==> src/rtl/vga_pkg.sv <==
// vga_pkg: shared definitions for the framebuffer datapath.
// Holds the default screen geometry, the 12-bit {R,G,B} colour type,
// the arbiter state encoding and the last linear pixel address.
package vga_pkg;

    localparam int FB_WIDTH     = 640;
    localparam int FB_HEIGHT    = 480;
    localparam int FB_ADDR_W    = 19;
    localparam int FB_LAST_ADDR = FB_WIDTH * FB_HEIGHT - 1;

    // 4 bits per channel, red in the top nibble.
    typedef struct packed {
        logic [3:0] r;
        logic [3:0] g;
        logic [3:0] b;
    } color_t;

    typedef enum logic {
        IDLE  = 1'b0,
        CLEAR = 1'b1
    } arb_state_t;

endpackage

==> src/rtl/fb_clear_engine.sv <==
// fb_clear_engine: full-screen fill sequencer.
// Ports:
//   pixel_clock  clock, rising edge
//   reset        synchronous, active-high
//   start        request a clear (ignored while one is running)
//   fill_color   colour latched together with start
//   grant        the arbiter let this engine use the RAM this cycle
//   busy         clear in progress
//   done         one-cycle pulse after the last pixel has been written
//   wr_addr      address of the pixel to write when granted
//   wr_data      colour to write when granted
module fb_clear_engine
    import vga_pkg::*;
#(
    parameter int WIDTH  = FB_WIDTH,
    parameter int HEIGHT = FB_HEIGHT,
    parameter int ADDR_W = FB_ADDR_W
) (
    input  logic              pixel_clock,
    input  logic              reset,
    input  logic              start,
    input  logic [11:0]       fill_color,
    input  logic              grant,
    output logic              busy,
    output logic              done,
    output logic [ADDR_W-1:0] wr_addr,
    output logic [11:0]       wr_data
);

    localparam logic [ADDR_W-1:0] LAST_ADDR = ADDR_W'(WIDTH * HEIGHT - 1);

    arb_state_t        state;
    logic [ADDR_W-1:0] count;
    color_t            color;

    always_ff @(posedge pixel_clock) begin
        if (reset) begin
            state <= IDLE;
            count <= '0;
            done  <= 1'b0;
        end else begin
            done <= 1'b0;
            case (state)
                IDLE: begin
                    if (start) begin
                        state <= CLEAR;
                        count <= '0;
                    end
                end
                CLEAR: begin
                    // The counter only moves when the display left the RAM free.
                    if (grant) begin
                        if (count == LAST_ADDR) begin
                            state <= IDLE;
                            done  <= 1'b1;
                            count <= '0;
                        end else begin
                            count <= count + 1'b1;
                        end
                    end
                end
                default: state <= IDLE;
            endcase
        end
    end

    // Fill colour is plain data: captured on an accepted start, never reset.
    always_ff @(posedge pixel_clock) begin
        if (state == IDLE && start) begin
            color <= fill_color;
        end
    end

    assign busy    = (state == CLEAR);
    assign wr_addr = count;
    assign wr_data = color;

endmodule

==> src/rtl/framebuffer_arbiter.sv <==
// framebuffer_arbiter: shares one single-port 12-bit framebuffer RAM between
// display scan-out reads, a pixel-write client and the clear engine.
// Priority each cycle: display read > clear engine > pixel write.
// Ports:
//   pixel_clock, reset                     clock / synchronous active-high reset
//   rd_req, rd_addr, rd_data, rd_valid     display read port (1-cycle latency)
//   wr_valid, wr_ready, wr_x, wr_y, wr_color  pixel write handshake
//   clear_start, clear_color, clear_busy, clear_done  clear engine control
//   mem_en, mem_we, mem_addr, mem_wdata, mem_rdata    RAM side
module framebuffer_arbiter
    import vga_pkg::*;
#(
    parameter int WIDTH  = FB_WIDTH,
    parameter int HEIGHT = FB_HEIGHT,
    parameter int ADDR_W = FB_ADDR_W
) (
    input  logic              pixel_clock,
    input  logic              reset,
    input  logic              rd_req,
    input  logic [ADDR_W-1:0] rd_addr,
    output logic [11:0]       rd_data,
    output logic              rd_valid,
    input  logic              wr_valid,
    output logic              wr_ready,
    input  logic [9:0]        wr_x,
    input  logic [8:0]        wr_y,
    input  logic [11:0]       wr_color,
    input  logic              clear_start,
    input  logic [11:0]       clear_color,
    output logic              clear_busy,
    output logic              clear_done,
    output logic              mem_en,
    output logic              mem_we,
    output logic [ADDR_W-1:0] mem_addr,
    output logic [11:0]       mem_wdata,
    input  logic [11:0]       mem_rdata
);

    logic              clr_busy;
    logic              clr_grant;
    logic [ADDR_W-1:0] clr_addr;
    logic [11:0]       clr_data;
    logic              wr_in_range;
    logic [ADDR_W-1:0] wr_lin_addr;
    logic              rd_vld_p1;

    fb_clear_engine #(
        .WIDTH  (WIDTH),
        .HEIGHT (HEIGHT),
        .ADDR_W (ADDR_W)
    ) u_clear (
        .pixel_clock (pixel_clock),
        .reset       (reset),
        .start       (clear_start),
        .fill_color  (clear_color),
        .grant       (clr_grant),
        .busy        (clr_busy),
        .done        (clear_done),
        .wr_addr     (clr_addr),
        .wr_data     (clr_data)
    );

    // Nothing touches the RAM while reset is held, even mid-clear.
    assign clr_grant = !reset && clr_busy && !rd_req;
    assign wr_ready  = !reset && !clr_busy && !rd_req;

    // Off-screen writes still complete the handshake but never reach the RAM.
    assign wr_in_range = (32'(wr_x) < WIDTH) && (32'(wr_y) < HEIGHT);
    assign wr_lin_addr = ADDR_W'(wr_y) * ADDR_W'(WIDTH) + ADDR_W'(wr_x);

    always_comb begin
        mem_en    = 1'b0;
        mem_we    = 1'b0;
        mem_addr  = '0;
        mem_wdata = '0;
        if (!reset && rd_req) begin
            mem_en   = 1'b1;
            mem_addr = rd_addr;
        end else if (clr_grant) begin
            mem_en    = 1'b1;
            mem_we    = 1'b1;
            mem_addr  = clr_addr;
            mem_wdata = clr_data;
        end else if (wr_valid && wr_ready && wr_in_range) begin
            mem_en    = 1'b1;
            mem_we    = 1'b1;
            mem_addr  = wr_lin_addr;
            mem_wdata = wr_color;
        end
    end

    // Stage p0 -> p1: read granted this cycle, RAM data returns next cycle.
    always_ff @(posedge pixel_clock) begin
        if (reset) begin
            rd_vld_p1 <= 1'b0;
        end else begin
            rd_vld_p1 <= rd_req;
        end
    end

    assign rd_valid   = rd_vld_p1;
    assign rd_data    = mem_rdata;
    assign clear_busy = clr_busy;

endmodule

==> config.mk <==
export PLATFORM = sky130hd
export DESIGN_NAME = framebuffer_arbiter
export DESIGN_NICKNAME = d
export VERILOG_FILES = /design/src/rtl/vga_pkg.sv /design/src/rtl/fb_clear_engine.sv /design/src/rtl/framebuffer_arbiter.sv
export SDC_FILE = /design/constraint.sdc
export NUM_CORES = 1
export LEC_CHECK = 0
export ABC_AREA = 1
export BUFFER_PORTS_ARGS = -buffer_cell sky130_fd_sc_hd__buf_2
export CAP_MARGIN = 0
export CORE_MARGIN = 5
export CORE_UTILIZATION = 49
export CTS_CLUSTER_SIZE = 14
export DETAILED_ROUTE_END_ITERATION = 7
export GPL_ROUTABILITY_DRIVEN = 0
export PLACE_DENSITY = 0.84
export SLEW_MARGIN = 20
export SYNTH_ARGS = -nofsm -noshare
export SYNTH_HDL_FRONTEND = slang
export SYNTH_HIERARCHICAL = 1
export SYNTH_SLANG_ARGS = --single-unit
export TNS_END_PERCENT = 5
==> constraint.sdc <==
create_clock -name pixel_clock -period 4.7 [get_ports pixel_clock]
set_clock_uncertainty 0.1 [all_clocks]
set_input_delay 1.175 -clock pixel_clock [delete_from_list [all_inputs] [get_ports pixel_clock]]
set_output_delay 1.175 -clock pixel_clock [all_outputs]
set_load 0.005 [all_outputs]
==> impl_metrics.tcl <==
set metrics [dict create \
    max_slew.worst_pin.slew_ns 0.873 \
    fmax_mhz 216 \
    route.detailed.drc 0 \
    dieArea_um2 7770 \
    slew_violations 0 \
    p_clk_share_pct 27.5 \
    cts_inserted_buffers 5 \
    gr-usage-all-layers_pct 22.5 \
    relSlewSlack_pct 41.8 \
    synth_edf_count 12 \
    status "finished, final reports clean" \
    synth_area_per_cell_um2 6.69 \
    netlist.area_leader.share_pct 19.8 \
    synth_seq_cells 34 \
    htree_levels 2 \
    synth.area.top_cells "nand2_1 20%, dfxtp_1 15%, edfxtp_1 12%" \
    finalSetupTns_ns 0 \
    ir_drop_uv 171 \
    routedWlPerCell_um 14.4 \
    antenna_found_initial 0 \
    drive_above_1_share_pct 29.5 \
    fin_ws_ns 0.0810 \
    grt_pass1_vias 3140 \
    p_per_area_nw_per_um2 209 \
    dpl_cell_area_um2 3480 \
    cp-end-kind "primary output" \
    hold_viol 0 \
    rows 28 \
    post-place-ws_ns 0.0461 \
    power.leakage_nw 1.72 \
    internal-power_mw 0.511 \
    synthCells 447 \
    overflow 0 \
    synth_top_area_cell "nand2_1" \
    ys_warn_count 6 \
    power.share.switching_pct 32.9 \
    viasPerCell 5.32 \
    synth_nets 546 \
    synth_ff_type "dfxtp_1" \
    hp-class "reg2reg" \
    yosysUniqueCellTypes 38 \
    clk-insertion-delay-late_ns 0.28 \
    synth.most_common_cell "nand2_1" \
    postRouteAntennaNets 0 \
    combPwrFrac_pct 31.0 \
    cp.arrival_ns 3.34 \
    fin_cells 614 \
    worstSetupPathType "in2out" \
    utilization_pct 61.4 \
    fp.coreArea_um2 5920 \
    fin_area_um2 3640 \
    holdBufCountCts 0 \
    dr.pass1.iters 4 \
    cp_max_fo 4 \
    fp.dieH_um 88.1 \
    clock-sinks 34 \
    grt_max_degree 31 \
    initial_core_util_pct 50.5 \
    via_count 3264 \
    netlist_area_um2 2990 \
    power_mw 0.760 \
    crit_required_ns 3.42 \
    port_buffers 103 \
    maxCapViolCount 0 \
    root_buffer "clkbuf_8" \
    ios 128 \
    setup_viol 0 \
    cp-start-kind "primary input" \
    cts_tree "done" \
    post-route-min-period_ns 4.62 \
    syn_to_final_growth_pct 21.6 \
    min_period_over_period_pct 98.3 \
    async_flop_share_pct 0 \
    die_w_um 88.1 \
    hold_slack_ns 0.395 \
    drtIter0Drc 245 \
    ys_seq_area_share_pct 26.8 \
    synth_common_cells "158 x nand2_1, 57 x nand3_1, 34 x inv_1" \
    fin_nets 637 \
    diodes 0 \
    grt_pass1_wl_mm 14.1 \
    net-switching-power_mw 0.250 \
    seq_power_share_pct 41.6 \
    dp.cells 605 \
    dp_hpwl_mm 7.07 \
    routed_wl_mm 8.86 \
    path_clk_slew_ns 0.07 \
    cts_max_path_buffers 2 \
]
## per-layer routing
metal  global-route usage, %  routed length [um]  vias to the layer above
met5                       0                   0                        -
li1                        -                   -                     1650
met4                    7.42                 178                        0
met1                    26.5                3490                     1494
met3                    4.05                 481                       20
met2                    41.0                4710                      100
## power by group through the flow
| stage | combinational, mW | sequential (mW) | clock [mW] |
|---|---|---|---|
| floorplan | 0.148 | 0.322 | 0 |
| global placement | 0.211 | 0.323 | 0 |
| detailed placement | 0.219 | 0.323 | 0 |
| CTS | 0.221 | 0.316 | 0.214 |
| global route | 0.262 | 0.317 | 0.226 |
| finish | 0.235 | 0.316 | 0.209 |
## registers in the layout (all words and copies together) (netlist names)
name	count
u_clear/done	1
rd_valid	1
u_clear/wr_data	12
u_clear/busy	1
u_clear/wr_addr	19
## what timing repair did
| action | 4_1_cts | 5_1_grt |
|---|---|---|
| buffers inserted | 0 | 1 |
| gates resized for setup | 0 | 14 |
| hold endpoints to repair | 0 | 0 |
| setup endpoints to repair | 0 | 5 |
## cells by family after synthesis
group	after synthesis	synth area share, %
simple gates	278	42.9
buf+inv	61	9.75
compound gates	50	10.5
flops	34	26.8
fa+ha+maj	20	8.87
xor+xnor	4	1.17
## critical path, cell delays in order
cell     delay, ns
buf_2         0.12
ha_4          0.24
ha_4          0.17
fa_2          0.61
buf_6         0.11
nand3_4       0.09
nor2_4        0.14
nand2_2       0.08
nor2_2        0.13
nand3_2       0.09
nand2_2       0.08
nand3_2       0.07
nand3_2       0.10
buf_2         0.12
## layout make-up
cell class / count / area [um2]
Clock buffer: 5 / 68.8
Clock inverter: 3 / 16.3
Fill cell: 514 / 2280
Inverter: 37 / 139
Multi-Input combinational cell: 352 / 1960
Sequential cell: 34 / 801
Tap cell: 75 / 93.8
Timing Repair Buffer: 108 / 559
## worst paths after layout
kind | start | end | slack, ns | cells after the start
max | wr_y[3] | mem_addr[17] | 0.08 | 14
min | u_clear/wr_addr[18] | u_clear/wr_addr[18] | 0.39 | 2
max reg2reg | u_clear/busy | u_clear/wr_addr[17] | 2.34 | 7
min reg2reg | u_clear/wr_addr[18] | u_clear/wr_addr[18] | 0.39 | 2
## cell usage in the layout (no fill, tap or decap), types with 3 or more instances in the layout
master    synthesis  layout
clkbuf_8          0       5
inv_2             3       3
nor2_2            6       5
nand4_1           3       3
nor2_4            3       5
nand2_2           5       7
inv_1            34      34
buf_2             2     102
dfxtp_1          22      22
buf_4            14       4
nor2_1           22      21
a21oi_1          23      23
nand3b_1          3       3
nand3_2           7      10
nor3_1            3       3
edfxtp_1         12      12
or2_2             5       5
nand2_1         158     156
o21ai_0           7       7
a22o_1           12      12
ha_1             18      16
nand3_1          57      54
No activity file was read; power rests on OpenSTA's default activity.
